$ cat src/rtl/seg_disp_pkg.sv
// Shared constants for the multiplexed seven-segment display driver.
package seg_disp_pkg;

  localparam int unsigned MAX_DIGITS = 8;

  // Segment patterns, abcdefg with bit6 = a; 0 = segment lit.
  localparam logic [6:0] SEG_BLANK = 7'h7F;
  localparam logic [6:0] SEG_0 = 7'b0000001;
  localparam logic [6:0] SEG_1 = 7'b1001111;
  localparam logic [6:0] SEG_2 = 7'b0010010;
  localparam logic [6:0] SEG_3 = 7'b0000110;
  localparam logic [6:0] SEG_4 = 7'b1001100;
  localparam logic [6:0] SEG_5 = 7'b0100100;
  localparam logic [6:0] SEG_6 = 7'b0100000;
  localparam logic [6:0] SEG_7 = 7'b0001111;
  localparam logic [6:0] SEG_8 = 7'b0000000;
  localparam logic [6:0] SEG_9 = 7'b0000100;
  localparam logic [6:0] SEG_A = 7'b0001000;
  localparam logic [6:0] SEG_B = 7'b1100000;
  localparam logic [6:0] SEG_C = 7'b0110001;
  localparam logic [6:0] SEG_D = 7'b1000010;
  localparam logic [6:0] SEG_E = 7'b0110000;
  localparam logic [6:0] SEG_F = 7'b0111000;

endpackage

$ cat src/rtl/hex7seg_dec.sv
// Combinational hex nibble to active-low seven-segment pattern.
module hex7seg_dec
  import seg_disp_pkg::*;
(
  input  logic [3:0] nibble,
  output logic [6:0] a_to_g
);

  // Full 16-entry lookup.
  always_comb begin
    a_to_g = SEG_BLANK;
    unique case (nibble)
      4'h0: a_to_g = SEG_0;
      4'h1: a_to_g = SEG_1;
      4'h2: a_to_g = SEG_2;
      4'h3: a_to_g = SEG_3;
      4'h4: a_to_g = SEG_4;
      4'h5: a_to_g = SEG_5;
      4'h6: a_to_g = SEG_6;
      4'h7: a_to_g = SEG_7;
      4'h8: a_to_g = SEG_8;
      4'h9: a_to_g = SEG_9;
      4'hA: a_to_g = SEG_A;
      4'hB: a_to_g = SEG_B;
      4'hC: a_to_g = SEG_C;
      4'hD: a_to_g = SEG_D;
      4'hE: a_to_g = SEG_E;
      4'hF: a_to_g = SEG_F;
    endcase
  end

endmodule

$ cat src/rtl/seg_mux_disp.sv
// Time-multiplexed N-digit hex seven-segment driver with double-buffered load,
// per-digit enable, decimal points and leading-zero blanking. Outputs active-low.
module seg_mux_disp
  import seg_disp_pkg::*;
#(
  parameter int unsigned NUM_DIGITS  = 8,
  parameter int unsigned REFRESH_DIV = 100000,
  parameter int unsigned BLANK_CYC   = 16
) (
  input  logic                    clk_,
  input  logic                    rst_,
  input  logic                    load,
  input  logic [4*NUM_DIGITS-1:0] value,
  input  logic [NUM_DIGITS-1:0]   dp_in,
  input  logic [NUM_DIGITS-1:0]   digit_en,
  input  logic                    lz_blank,
  output logic [6:0]              a_to_g,
  output logic [NUM_DIGITS-1:0]   AN_,
  output logic                    dp_,
  output logic                    frame_done
);

  localparam int unsigned IdxW = $clog2(NUM_DIGITS);
  localparam int unsigned PreW = $clog2(REFRESH_DIV);
  localparam logic [IdxW-1:0] IdxLast  = IdxW'(NUM_DIGITS - 1);
  localparam logic [PreW-1:0] PreLast  = PreW'(REFRESH_DIV - 1);
  localparam logic [PreW-1:0] BlankEnd = PreW'(BLANK_CYC);

  logic [PreW-1:0]         pre_q;
  logic [IdxW-1:0]         idx_q;
  logic                    wrap;

  logic [4*NUM_DIGITS-1:0] pend_val_q, act_val_q;
  logic [NUM_DIGITS-1:0]   pend_dp_q, act_dp_q;
  logic [NUM_DIGITS-1:0]   pend_en_q, act_en_q;
  logic                    pend_flag_q;

  logic [3:0]              act_nib [NUM_DIGITS];
  logic [NUM_DIGITS-1:0]   lz_hide;
  logic                    zero_above;
  logic                    show;
  logic [6:0]              dec_seg;

  logic [NUM_DIGITS-1:0]   an_d, an_q;
  logic [6:0]              seg_d, seg_q;
  logic                    dp_d, dp_q;

  // Frame boundary: last cycle of the last digit slot.
  always_comb begin
    wrap = (pre_q == PreLast) && (idx_q == IdxLast);
  end

  // Slot prescaler and digit index.
  always_ff @(posedge clk_ or negedge rst_) begin
    if (!rst_) begin
      pre_q <= '0;
      idx_q <= '0;
    end else if (pre_q == PreLast) begin
      pre_q <= '0;
      idx_q <= (idx_q == IdxLast) ? '0 : idx_q + 1'b1;
    end else begin
      pre_q <= pre_q + 1'b1;
    end
  end

  // Double buffer: pending captures loads, active only changes at a frame wrap.
  always_ff @(posedge clk_ or negedge rst_) begin
    if (!rst_) begin
      pend_val_q  <= '0;
      pend_dp_q   <= '0;
      pend_en_q   <= '0;
      pend_flag_q <= 1'b0;
      act_val_q   <= '0;
      act_dp_q    <= '0;
      act_en_q    <= '0;
    end else if (load && wrap) begin
      // Coincident load bypasses pending so it shows in the very next frame.
      pend_val_q  <= value;
      pend_dp_q   <= dp_in;
      pend_en_q   <= digit_en;
      pend_flag_q <= 1'b0;
      act_val_q   <= value;
      act_dp_q    <= dp_in;
      act_en_q    <= digit_en;
    end else if (load) begin
      pend_val_q  <= value;
      pend_dp_q   <= dp_in;
      pend_en_q   <= digit_en;
      pend_flag_q <= 1'b1;
    end else if (wrap && pend_flag_q) begin
      act_val_q   <= pend_val_q;
      act_dp_q    <= pend_dp_q;
      act_en_q    <= pend_en_q;
      pend_flag_q <= 1'b0;
    end
  end

  // Leading-zero detection, scanning from the most significant digit down.
  always_comb begin
    zero_above = 1'b1;
    lz_hide    = '0;
    for (int i = int'(NUM_DIGITS) - 1; i >= 0; i--) begin
      act_nib[i] = act_val_q[4*i +: 4];
      lz_hide[i] = lz_blank && (i != 0) && (act_nib[i] == 4'h0) && zero_above;
      if (act_en_q[i] && (act_nib[i] != 4'h0)) begin
        zero_above = 1'b0;
      end
    end
    show = act_en_q[idx_q] && !lz_hide[idx_q];
  end

  hex7seg_dec u_dec (
    .nibble (act_nib[idx_q]),
    .a_to_g (dec_seg)
  );

  // Next output values: dark during the anti-ghost window or when hidden.
  always_comb begin
    an_d  = '1;
    seg_d = SEG_BLANK;
    dp_d  = 1'b1;
    if (!(pre_q < BlankEnd) && show) begin
      an_d[idx_q] = 1'b0;
      seg_d       = dec_seg;
      dp_d        = ~act_dp_q[idx_q];
    end
  end

  // Registered pin drivers; reset forces everything dark immediately.
  always_ff @(posedge clk_ or negedge rst_) begin
    if (!rst_) begin
      an_q  <= '1;
      seg_q <= SEG_BLANK;
      dp_q  <= 1'b1;
    end else begin
      an_q  <= an_d;
      seg_q <= seg_d;
      dp_q  <= dp_d;
    end
  end

  assign AN_        = an_q;
  assign a_to_g     = seg_q;
  assign dp_        = dp_q;
  assign frame_done = wrap;

endmodule
$ cat config.mk
export PLATFORM = sky130hd
export DESIGN_NAME = seg_mux_disp
export DESIGN_NICKNAME = d
export VERILOG_FILES = /design/src/rtl/seg_disp_pkg.sv /design/src/rtl/hex7seg_dec.sv /design/src/rtl/seg_mux_disp.sv
export SDC_FILE = /design/constraint.sdc
export NUM_CORES = 1
export LEC_CHECK = 0
export ABC_CLOCK_PERIOD_IN_PS = 2650
export CAP_MARGIN = 20
export CORE_AREA = 2 2 105 107
export CTS_BUF_LIST = sky130_fd_sc_hd__clkbuf_8
export CTS_CLUSTER_SIZE = 8
export DETAILED_ROUTE_END_ITERATION = 10
export DIE_AREA = 0 0 107 109
export PLACE_DENSITY_LB_ADDON = 0.1
export SETUP_SLACK_MARGIN = 0.05
export SLEW_MARGIN = 20
export SYNTH_ARGS = -nofsm -noshare
export SYNTH_HDL_FRONTEND = slang
export SYNTH_SLANG_ARGS = --single-unit
$ cat constraint.sdc
create_clock -name clk_ -period 2.65 [get_ports clk_]
set_input_delay 0.6625 -clock clk_ [delete_from_list [all_inputs] [get_ports clk_]]
set_output_delay 0.6625 -clock clk_ [all_outputs]
set_load 0.005 [all_outputs]
---- After elaboration in Yosys (flattened, before gate mapping) ----
Memories as Yosys holds them, arrays and structs flattened.
Index checks and enable logic that the tools add are counted.
word-level totals
  flip-flop bits (word level) ............. 133
  bits in read-only memories .............. 112
  memories kept ........................... 1
  bits of input ports ..................... 52
operators by class
  bitwise logic cells ..................... 3
  reductions and logical operators ........ 44
  equality and inequality tests ........... 3
  mux-type cells .......................... 40
  order comparisons ....................... 4
  add/subtract/negate cells ............... 2
memory list
  memory            words  bits a word  read ports  clocked after memory_dff  wr ports  line               RTL
  (name not given)  16     7            1           0                         0         hex7seg_dec.sv:12  unique case (nibble)
operator list
  operator               count
  $mux 32                5
  $mux 8                 11
  $logic_not 4->1        7
  $logic_and 1x1->1      25
  $reduce_bool 4->1      6
  $add 17x1->17 const B  1
  $eq 17x17->1 const B   1
  $lt 17x5->1 const B    1
  $mux 17                1
  $mux 1                 14
  $bmux 4 s3             1
  $bmux 1 s3             3
  $mux 4                 2
  $not 8->8              1
  $mux 7                 1
  $ge 4x4->1 const B     1
  $lt 3x4->1 const B     1
  $not 3->4              1
  $reduce_bool 2->1      2
  $add 3x1->3 const B    1
  $demux 1 s3            1
  $eq 3x3->1 const B     1
  $ge 3x1->1 const B     1
  $mux 3                 1
  5 further kinds        6

---- Logic depth before layout (Yosys ltp) ----
Gate-level depths: netlist (run 1).
  depth in word-level cells ............... 15
  depth in mapped cells ................... 10
  depth with buffers taken out ............ 8

---- By module ----
From an unflattened synthesis (run 1), not the netlist that was laid out.
second synthesis, totals
  cells, all modules ...................... 446
  area total of the unflattened synthesis .. 5,983.2 um^2
by module, submodules not included
  module        area each (um^2)  times used  cells each  sequential area each (um^2)
  seg_mux_disp  5,709.2           1           414         3,348.2
  hex7seg_dec   274.0             1           32          0.0

---- Worst setup path before layout (run 1) ----
No wires, ideal clock.
  path type ............................... reg-to-reg
  from .................................... reg idx_q[1]
  to ...................................... reg seg_q[5], in the netlist a_to_g[5]
  setup slack ............................. 467 ps
  stages on the path, launching flop included .. 9
  path buffers ............................ 1
  required time ........................... 2,556 ps
  data arrival time ....................... 2,089 ps
  period minus slack after synthesis ...... 2,183 ps
  cells stage by stage .................... dfrtp_1 buf_4 mux4_2 mux2_2 inv_1 ha_1 o2111ai_1 a21boi_0 o221ai_1
between the ends
  longest elaborated chain between the ends .. 6
  elaborated cells on any way between the ends .. 13
  classes of those cells .................. 8 x mux; 1 x bitwise; 3 x reduce/logical; 1 x memory
RTL lines
  what                                                                      line                                      RTL
  from (decl)                                                               seg_mux_disp.sv:30                        logic [IdxW-1:0] idx_q;
  from (signal assigned)                                                    seg_mux_disp.sv:60                        idx_q <= (idx_q == IdxLast) ? '0 : idx_q + 1'b1;
  $not 3->4 (not written as such) / $bmux 1 s3 (equally long branches)      seg_mux_disp.sv:113, seg_mux_disp.sv:109
  $bmux 4 s3 / $mux 1 (equally long branches)                               seg_mux_disp.sv:113, seg_mux_disp.sv:109
  $mux 4 (not written as such) / $logic_not 1->1 (equally long branches)    seg_mux_disp.sv:113, seg_mux_disp.sv:109
  $mux 4 (not written as such) / $logic_and 1x1->1 (equally long branches)  seg_mux_disp.sv:113, seg_mux_disp.sv:109
  $mem_v2 16x7 / $logic_and 1x1->1 (equally long branches)                  --
  $mux 7 (*)                                                                seg_mux_disp.sv:122                       if (!(pre_q < BlankEnd) && show) begin
  named net seg_d[5]                                                        seg_mux_disp.sv:45                        logic [6:0] seg_d, seg_q;
  to (signal assigned)                                                      seg_mux_disp.sv:137                       seg_q <= seg_d;
  to (decl)                                                                 seg_mux_disp.sv:45
The timed path passes the listed nets; every way through them passes the cells marked *. The select of a mux whose other input is x is not followed.
A chain may end at the register's enable or synchronous reset.

---- Final worst setup path (run 1) ----
  from .................................... reg pre_q[0]
  to ...................................... out frame_done
between the ends
  longest elaborated chain between the ends .. 2
RTL lines
  what                    line                RTL
  from (decl)             seg_mux_disp.sv:29  logic [PreW-1:0] pre_q;
  from (signal assigned)  seg_mux_disp.sv:62  pre_q <= pre_q + 1'b1;
  $eq 17x17->1            seg_mux_disp.sv:50  wrap = (pre_q == PreLast) && (idx_q == IdxLast);
  $logic_and 1x1->1       seg_mux_disp.sv:50
  to (decl)               seg_mux_disp.sv:20  output logic frame_done
No other way between the ends.

==> results of run 1 <==
-- worst max path at each step --
stage | end | from | slack (ns) | cells past startpoint
after floorplan | a_to_g[5]$_DFF_PN1_ | idx_q[1]$_DFFE_PN0N_ | 0.47 | 8
after global placement | a_to_g[4]$_DFF_PN1_ | lz_blank | 0.06 | 5
after detailed placement | a_to_g[4]$_DFF_PN1_ | lz_blank | -0.08 | 5
after CTS | a_to_g[4]$_DFF_PN1_ | idx_q[1]$_DFFE_PN0N_ | 0.06 | 6
after global routing | frame_done | pre_q[0]$_DFF_PN0_ | 0.07 | 6
final | frame_done | pre_q[0]$_DFF_PN0_ | 0.14 | 6
-- synth_stat cells, drive strengths merged, types with 5 or more instances --
cell | count | area, sq um
nand4 | 5 | 31.3
o221ai | 6 | 52.6
nand3 | 15 | 75.1
nand2 | 18 | 67.6
xor2 | 7 | 61.3
mux4 | 6 | 135
nor4 | 8 | 50.1
buf | 17 | 136
xnor2 | 8 | 70.1
inv | 9 | 33.8
ha | 9 | 113
dfrtp | 117 | 2930
mux2i | 10 | 100
mux2 | 104 | 1250
dfstp | 16 | 420
nor2 | 18 | 67.6
-- sequential cells by signal, summed over array words and instances (netlist names) --
| signal | cells |
|---|---|
| pend_en_q | 8 |
| a_to_g | 7 |
| act_val_q | 32 |
| act_en_q | 8 |
| pend_flag_q | 1 |
| AN_ | 8 |
| pend_dp_q | 8 |
| pend_val_q | 32 |
| act_dp_q | 8 |
| dp_ | 1 |
| idx_q | 3 |
| pre_q | 17 |
-- logic make-up (layout without fill, tap and decap cells) --
kind of cell,Yosys count,after routing
buf+inv,30,130
simple gates,82,82
flops,133,133
compound gates,38,38
fa+ha+maj,9,9
mux,120,120
xor+xnor,15,15
-- cell type report --
type | count | area share [%]
clock buffers | 18 | 3.38
multi-input cells | 264 | 33.9
flip-flops and latches | 133 | 45.7
repair buffers | 90 | 11.8
clock inverters | 13 | 2.36
inverters | 9 | 0.462
well taps | 140 | 2.39
-- per-stage QoR --
step | TNS [ns] | util (%) | power, W
2_1_floorplan | 0 | - | 0.00225
3_3_place_gp | 0 | 64.3 | 0.00240
3_5_place_dp | -0.184 | 64.3 | 0.00240
4_1_cts | 0 | 68.8 | 0.00418
5_1_grt | 0 | 69.0 | 0.00431
6_report | 0 | 69.0 | 0.00414
-- worst max-delay path: stages (launching register included) --
cell and delay (ns):
dfrtp_1 0.36, ha_2 0.18, and4_4 0.22, nand2_2 0.09
nor3_4 0.18, and2_4 0.17, clkdlybuf4s15_1 0.20
-- routing by layer --
metal  vias to the layer above  wire, um  global-route usage, %  share of wire (%)
met5                         -         0                      0                  0
met4                         0       223                   7.42                1.9
met3                        22       535                   5.50                4.6
met2                       109      5660                   34.6                 48
met1                      1877      5310                   30.6                 45
li1                       1735         -                      -                  -
-- timing repair --
| action | CTS | global route |
|---|---|---|
| pin swaps | 6 | 5 |
| setup buffers | 6 | 2 |
| endpoints found under the setup margin | 1 | 1 |
| gates resized for setup | 5 | 1 |
| hold endpoints to repair | 0 | 0 |
-- cells in the final DEF, fill, tap and decap left out, types with 5 or more instances in the layout --
cell,count
mux2_4,20
dfrtp_1,117
nand3_1,15
mux2i_1,10
mux4_2,6
inv_1,9
clkdlybuf4s50_1,65
xnor2_1,8
clkbuf_8,18
nand2_1,17
nand4_1,5
buf_4,21
xor2_1,7
o221ai_1,6
nor4_1,7
nor2_1,18
mux2_2,84
ha_1,8
dfstp_2,16
-- power by group --
group | switching, W | internal (W) | total, W
combinational | 0.000102 | 0.000138 | 0.000240
sequential | 0.0000166 | 0.00210 | 0.00212
clock | 0.000819 | 0.000964 | 0.00178
==> metrics.csv, run 1 <==
metric,value,unit
simple-gate share of the synthesized area,7.24,%
initial core utilization,56.6,%
Post-synth EDFFs,0,
data arrival time of the critical path,1.84,ns
Synth Instances,427,
Post-Syn Area,6000,sq um
GRT Total Usage,22.1,%
fin crit period,2.51,ns
pre-CTS WS,-0.0795,ns
Die H,109,um
first-pass GRT wire length,19500,um
Startpoint Class,flop,
Num CTS Buffers,17,
hpwl dp,8130,um
antenna cells,0,
initial antenna violation count,0,
Ys Warns,0,
Slew @ Worst Pin,0.685,ns
Via density,5.61,
via count,3743,
Non-Filler Instances,667,
Final #Nets,576,
max_cap viols,0,
fillcell total,773,
flop-to-flop setup slack,0.20,ns
main combinational cell family by area after synthesis,multiplexers,
RSZ-0062 raised after global routing,false,
Area after DPL,6820,sq um
Final Hold Fails,0,
clk root buf,clkbuf_8,
kind of critical path,flop to output port,
hold slack,0.319,ns
Synth async-reset ratio,100,%
antenna-violating nets left,0,
Finish-stage setup viols,0,
post-synthesis adder-cell area fraction,1.88,%
crit share post-route,94.6,%
gp weighted congestion,0.890,
register area,3350,sq um
vias in the first global route,3894,
Longest Clk Path Bufs,2,
"Reg clk slew, reported paths",0.08,ns
DIE WIDTH,107,um
clock skew,0.00959,ns
drt wl/cell,17.6,um
GRT overflow,0,
Yosys reg bits,133,
Setup crit end kind,output port,
later-pin clock latency in the skew report,0.44,ns
Port Buffers,68,
Slew HR,54.3,%
fraction of layout cells with a size suffix above 1,36.1,%
placed cell count,627,
area of the multi-input gates,2480,sq um
H-tree depth,4,
CTS tree,yes,
pwr/cell area,566,nW/um^2
Worst R2R Path Depth,8,
DRC viols,0,
final instance area,7320,sq um
maximum clock rate,0.399,GHz
largest net degree at the start of global routing,134,
Mean Syn Cell Area,14.1,sq um
die area,11700,sq um
Detailed Route WL,11700,um
post-synthesis mux area share,24.7,%
R2R Path Start,idx_q[1]$_DFFE_PN0N_,
class of the worst hold path,input pin to asynchronous set/reset pin,
Starting DRT DRC Count,144,
outcome,"complete, no violations",
"Distinct cells, synth",49,
fin worst setup slack,0.144,ns
Core Region,10600,sq um
Rows,38,
hold_buf cts,0,
Post-Synth XOR/XNOR Area,2.19,%
Lkg Pwr,3.18,nW
complex-gate fraction of the synthesized area,5.09,%
num ports,69,
area added between synthesis and finish,22.0,%
Worst EP required,1.99,ns
first drt pass iteration count,5,
total nets after synthesis,488,
CP Max Fanout,3,
"Seq/Total Area, Yosys",55.8,%
Worst VDD drop,0.000383,V
Worst R2R End,a_to_g[5]$_DFF_PN1_,
number of clock sinks,133,
Synth Flop Type,dfrtp_1,
Final Max Tran Viols,0,
No activity file was read; power rests on OpenSTA's default activity.
==> run 2, diff against run 1 <==
--- a/config.mk
+++ b/config.mk
@@ -8,7 +8,7 @@
 export ABC_CLOCK_PERIOD_IN_PS = 2650
 export CAP_MARGIN = 20
 export CORE_AREA = 2 2 105 107
-export CTS_BUF_LIST = sky130_fd_sc_hd__clkbuf_8
+export CTS_BUF_LIST = sky130_fd_sc_hd__clkbuf_2
 export CTS_CLUSTER_SIZE = 8
 export DETAILED_ROUTE_END_ITERATION = 10
 export DIE_AREA = 0 0 107 109
==> run 2 against run 1 <==
Against the previous run: sequential power hardly changed; clock skew is 0.013 ns higher; count of clock-buffer cells in the layout is 1 lower; non-clock buffer count is 1 lower; total power is 11% lower; first-iteration DRC count is 15% higher; die area stayed put; cell count is 0.15% lower.
==> metrics.csv, run 2 (same netlist as run 1, synthesis figures left out) <==
metric,value,unit
outcome,"complete, no violations",
Final Hold Fails,0,
via count,3735,
max_cap viols,0,
Num CTS Buffers,17,
Startpoint Class,flop,
fraction of layout cells with a size suffix above 1,35.9,%
data arrival time of the critical path,1.98,ns
clk root buf,clkbuf_2,
"commonest non-fill, non-tap cell in the layout",dfrtp_1,
placed cell count,627,
maximum clock rate,0.378,GHz
hold_buf cts,0,
GRT overflow,0,
initial antenna violation count,0,
Finish-stage setup viols,0,
most frequent cells in the layout,"dfrtp_1, mux2_2, clkdlybuf4s50_1",
P_int,0.00277,W
first-pass GRT wire length,19300,um
drt wl/cell,17.5,um
fin crit period,2.64,ns
"Reg clk slew, reported paths",0.21,ns
class of the worst hold path,input pin to asynchronous set/reset pin,
first drt pass iteration count,4,
pwr/cell area,512,nW/um^2
Slew @ Worst Pin,0.689,ns
number of clock sinks,133,
initial core utilization,56.6,%
Longest Clk Path Bufs,2,
die area,11700,sq um
Via density,5.61,
Slew HR,54.1,%
Clock Power Share,35.6,%
hpwl dp,8130,um
power after layout,0.00367,W
kind of critical path,flop to output port,
switching power,0.000892,W
Final #Nets,575,
sw frac,24.3,%
DIE WIDTH,107,um
met2 WL,5650,um
Detailed Route WL,11700,um
DRC viols,0,
top sig layer,met4,
crit share post-route,99.7,%
Final Max Tran Viols,0,
Routed met1 length,5330,um
clock skew,0.0226,ns
hold slack,0.0568,ns
Port Buffers,68,
Worst VDD drop,0.000382,V
pre-CTS WS,-0.0795,ns
CP Max Fanout,4,
Gate power share,6.5,%
num ports,69,
Starting DRT DRC Count,165,
antenna cells,0,
"Core Util, Final",67.5,%
Lkg Pwr,3.13,nW
RSZ-0062 raised after global routing,true,
Rows,38,
gp weighted congestion,0.890,
GRT Total Usage,21.9,%
Routed met3 length,520,um
antenna-violating nets left,0,
Core Region,10600,sq um
Flop pwr share,57.9,%
fin worst setup slack,0.00663,ns
Non-Filler Instances,666,
biggest regs,"act_val_q (32), pend_val_q (32), pre_q (17)",
Worst EP required,1.99,ns
H-tree depth,4,
vias in the first global route,3911,
Worst R2R Path Depth,8,
Setup crit end kind,output port,
later-pin clock latency in the skew report,0.66,ns
largest net degree at the start of global routing,134,
Die H,109,um
CTS tree,yes,
area added between synthesis and finish,19.3,%
## run 2: changes by cell type in the layout (fill, tap and decap cells not counted)
cell,previous run,this run
buf_4,21,20
clkbuf_2,0,17
clkinv_1,0,1
buf_6,0,1
clkdlybuf4s15_1,1,0
nand2_2,1,0
nand2_4,0,1
clkbuf_8,18,0
## run 2: final timing paths
kind | to | slack (ns) | startpoint
worst max-delay path | frame_done | 0.007 | pre_q[0]$_DFF_PN0_
worst min-delay path | pend_val_q[14]$_DFFE_PN0P_ | 0.06 | rst_
worst max register to register | a_to_g[5]$_DFF_PN1_ | 0.19 | idx_q[1]$_DFFE_PN0N_
worst min register to register | pend_flag_q$_DFFE_PN0P_ | 0.51 | pend_flag_q$_DFFE_PN0P_
max in group asynchronous | pend_val_q[19]$_DFFE_PN0P_ | 2.06 | rst_
min in group clk_ | pend_val_q[8]$_DFFE_PN0P_ | 0.38 | load
## run 2: repair_timing
action	CTS	global route
cloned	0	0
pin swaps	5	2
setup buffers	6	1
setup endpoints to repair	1	1
gates resized for setup	8	2
## run 2: final cells by class
cell class                      instances  area, sq um
Timing Repair Buffer                   89          857
Clock inverter                         14          176
Sequential cell                       133         3350
Fill cell                             803         3440
Tap cell                              140          175
Clock buffer                           17         85.1
Multi-Input combinational cell        264         2480
Inverter                                9         33.8
## run 2: stage by stage
step	TNS (ns)	area [sq um]
after global placement	0	6820
final	0	7160
after detailed placement	-0.184	6820
after global routing	-0.153	7160
after CTS	-0.0488	7130
after floorplan	0	6000
## run 2: critical path, stage by stage, from the launching register on
cell	delay [ns]
dfrtp_1	0.40
ha_2	0.19
and4_4	0.27
nand2_4	0.07
nor3_4	0.13
and2_4	0.18
buf_6	0.09
## run 2: power by group through the flow
| stage | registers, W | logic [W] | clock network (W) |
|---|---|---|---|
| after floorplan | 0.00215 | 0.000103 | 0 |
| after global placement | 0.00215 | 0.000242 | 0 |
| after detailed placement | 0.00216 | 0.000246 | 0 |
| after CTS | 0.00212 | 0.000247 | 0.00134 |
| after global routing | 0.00213 | 0.000267 | 0.00144 |
| final | 0.00212 | 0.000240 | 0.00130 |
## run 2: metal layers
| layer | track usage, % | vias to the layer above |
|---|---|---|
| li1 | - | 1737 |
| met1 | 29.9 | 1876 |
| met2 | 34.3 | 110 |
| met3 | 5.50 | 12 |
| met4 | 8.07 | 0 |
| met5 | 0 | - |
==> run 3, diff against run 2 <==
--- a/config.mk
+++ b/config.mk
@@ -5,13 +5,13 @@
 export SDC_FILE = /design/constraint.sdc
 export NUM_CORES = 1
 export LEC_CHECK = 0
-export ABC_CLOCK_PERIOD_IN_PS = 2650
+export ABC_CLOCK_PERIOD_IN_PS = 2400
 export CAP_MARGIN = 20
-export CORE_AREA = 2 2 105 107
+export CORE_AREA = 2 2 142 89
 export CTS_BUF_LIST = sky130_fd_sc_hd__clkbuf_2
 export CTS_CLUSTER_SIZE = 8
 export DETAILED_ROUTE_END_ITERATION = 10
-export DIE_AREA = 0 0 107 109
+export DIE_AREA = 0 0 144 91
 export PLACE_DENSITY_LB_ADDON = 0.1
 export SETUP_SLACK_MARGIN = 0.05
 export SLEW_MARGIN = 20
==> constraint.sdc (replaced) <==
create_clock -name clk_ -period 2.4 [get_ports clk_]
set_input_delay 0.6 -clock clk_ [delete_from_list [all_inputs] [get_ports clk_]]
set_output_delay 0.6 -clock clk_ [all_outputs]
set_load 0.005 [all_outputs]
==> run 3 against run 2 <==
Against the previous run: clock skew increased by 0.0035 ns; the run now ends with setup timing left; count of clock-buffer cells in the layout increased by 4; highest routed layer unchanged; critical path type unchanged; sequential share of layout area decreased by 0.60 points; register-to-register slack got worse by 0.13 ns; via count increased by 0.86%.
==> metrics.csv, run 3 (same netlist as run 1, synthesis figures left out) <==
metric,value,unit
outcome,"finished, violations left",
violated checks,setup timing,
"Core Util, Final",61.8,%
Longest Clk Path Bufs,2,
Lkg Pwr,3.12,nW
Port Buffers,68,
Finish-stage setup viols,1,
crit share post-route,106,%
hold slack,0.268,ns
initial core utilization,51.0,%
largest net degree at the start of global routing,49,
Via density,5.40,
first drt pass iteration count,4,
fillcell total,927,
"Slowest-stage cell, CP",dfrtp_1,
Starting DRT DRC Count,212,
area of the multi-input gates,2500,sq um
Worst R2R End,a_to_g[4]$_DFF_PN1_,
fraction of layout cells with a size suffix above 1,37.4,%
GRT Total Usage,21.3,%
Worst Setup SP,pre_q[0]$_DFF_PN0_,
Worst EP required,1.80,ns
Final #Nets,581,
first-pass GRT wire length,21100,um
Setup crit end kind,output port,
DRC viols,0,
Gate power share,7.1,%
via count,3767,
biggest regs,"act_val_q (32), pend_val_q (32), pre_q (17)",
Rows,31,
num ports,69,
vias in the first global route,4020,
Worst setup endpoint,frame_done,
gp weighted congestion,0.832,
H-tree depth,4,
most frequent cells in the layout,"dfrtp_1, mux2_2, clkdlybuf4s50_1",
max_cap viols,0,
CTS tree,yes,
final instance area,7260,sq um
clock skew,0.0261,ns
setup TNS,-0.151,ns
clk root buf,clkbuf_2,
switching power,0.000915,W
sw frac,23.6,%
kind of critical path,flop to output port,
GRT overflow,0,
DIE WIDTH,144,um
hpwl dp,9190,um
Detailed Route WL,12800,um
flop-to-flop setup slack,0.06,ns
data arrival time of the critical path,1.95,ns
register area,3350,sq um
Slew @ Worst Pin,0.801,ns
"commonest non-fill, non-tap cell in the layout",dfrtp_1,
drt wl/cell,18.3,um
Clock Power Share,32.4,%
later-pin clock latency in the skew report,0.64,ns
Slew HR,45.9,%
RSZ-0062 raised after global routing,true,
Core Region,11800,sq um
number of clock sinks,133,
P_int,0.00296,W
CP max stage delay,0.39,ns
fin worst setup slack,-0.151,ns
maximum clock rate,0.392,GHz
Final Hold Fails,0,
Num CTS Buffers,17,
fin crit period,2.55,ns
CP Cell Sequence,"ha_2, and4_4, nand2_2, nor3_4, and2_4, buf_6",
initial antenna violation count,0,
Final Max Tran Viols,0,
"Reg clk slew, reported paths",0.17,ns
Flop pwr share,60.4,%
pwr/cell area,534,nW/um^2
Die H,91,um
area added between synthesis and finish,21.0,%
Area after DPL,6920,sq um
antenna cells,0,
Worst R2R Path Depth,7,
die area,13100,sq um
Startpoint Class,flop,
class of the worst hold path,input pin to flop,
Worst VDD drop,0.000299,V
R2R Path Start,pre_q[11]$_DFF_PN0_,
antenna-violating nets left,0,
power after layout,0.00387,W
CP Max Fanout,2,
[run 3: cell types whose count changed in the layout (fill, tap and decap cells not counted), moves of 3 or more]
cell / change
clkdlybuf4s50_1: -16
dlygate4sd2_1: +8
dlymetal6s2s_1: +8
clkbuf_2: +4
buf_12: +3
inv_6: -3
[run 3: metrics by stage]
step / setup slack (ns) / instances
2_1_floorplan: 0.217 / 427
3_3_place_gp: -0.0980 / 656
3_5_place_dp: -0.111 / 656
4_1_cts: -0.178 / 693
5_1_grt: -0.303 / 697
6_report: -0.151 / 697
[run 3: repair_timing]
item	in CTS	in global routing
hold buffers	1	0
pin swaps	5	4
endpoints found under the setup margin	16	18
buffers inserted	5	4
gates resized for setup	20	14
hold endpoints to repair	33	0
[run 3: power groups by stage]
stage | logic, W | registers (W) | clock network (W)
final | 0.000277 | 0.00234 | 0.00126
after global routing | 0.000309 | 0.00235 | 0.00141
after CTS | 0.000285 | 0.00234 | 0.00130
after detailed placement | 0.000280 | 0.00238 | 0
after global placement | 0.000276 | 0.00238 | 0
after floorplan | 0.000114 | 0.00238 | 0
[run 3: cell type report]
| cell class | count | share of cell area [%] |
|---|---|---|
| Multi-Input combinational cell | 264 | 34.5 |
| Timing Repair Buffer | 95 | 13.1 |
| Tap cell | 165 | 2.84 |
| Inverter | 9 | 0.465 |
| Clock buffer | 21 | 1.45 |
| Sequential cell | 133 | 46.2 |
| Clock inverter | 10 | 1.48 |
[run 3: worst max-delay path: cells and delay by family, from the launching register on]
| family | cells | cell delay, ns |
|---|---|---|
| DFF | 1 | 0.39 |
| adders and majority gates | 1 | 0.18 |
| buffers and inverters | 1 | 0.09 |
| and+or+nand+nor | 4 | 0.66 |
[run 3: worst min path at each step]
stage          slack (ns)  cells past startpoint                from                       to
2_1_floorplan        0.30                      0                rst_  act_dp_q[0]$_DFFE_PN0P_
3_3_place_gp         0.44                      1  pre_q[0]$_DFF_PN0_       pre_q[0]$_DFF_PN0_
3_5_place_dp         0.45                      1  pre_q[0]$_DFF_PN0_       pre_q[0]$_DFF_PN0_
4_1_cts              0.21                      3                load  pend_flag_q$_DFFE_PN0P_
5_1_grt              0.24                      3                load  pend_flag_q$_DFFE_PN0P_
6_report             0.27                      3                load  pend_flag_q$_DFFE_PN0P_
[run 3: per-layer routing]
| metal | GRT usage [%] | vias to the layer above | wire length (um) |
|---|---|---|---|
| met4 | 6.21 | 0 | 110 |
| li1 | - | 1753 | - |
| met3 | 5.43 | 12 | 664 |
| met2 | 32.4 | 88 | 5850 |
| met1 | 30.3 | 1914 | 6140 |
| met5 | 0 | - | 0 |
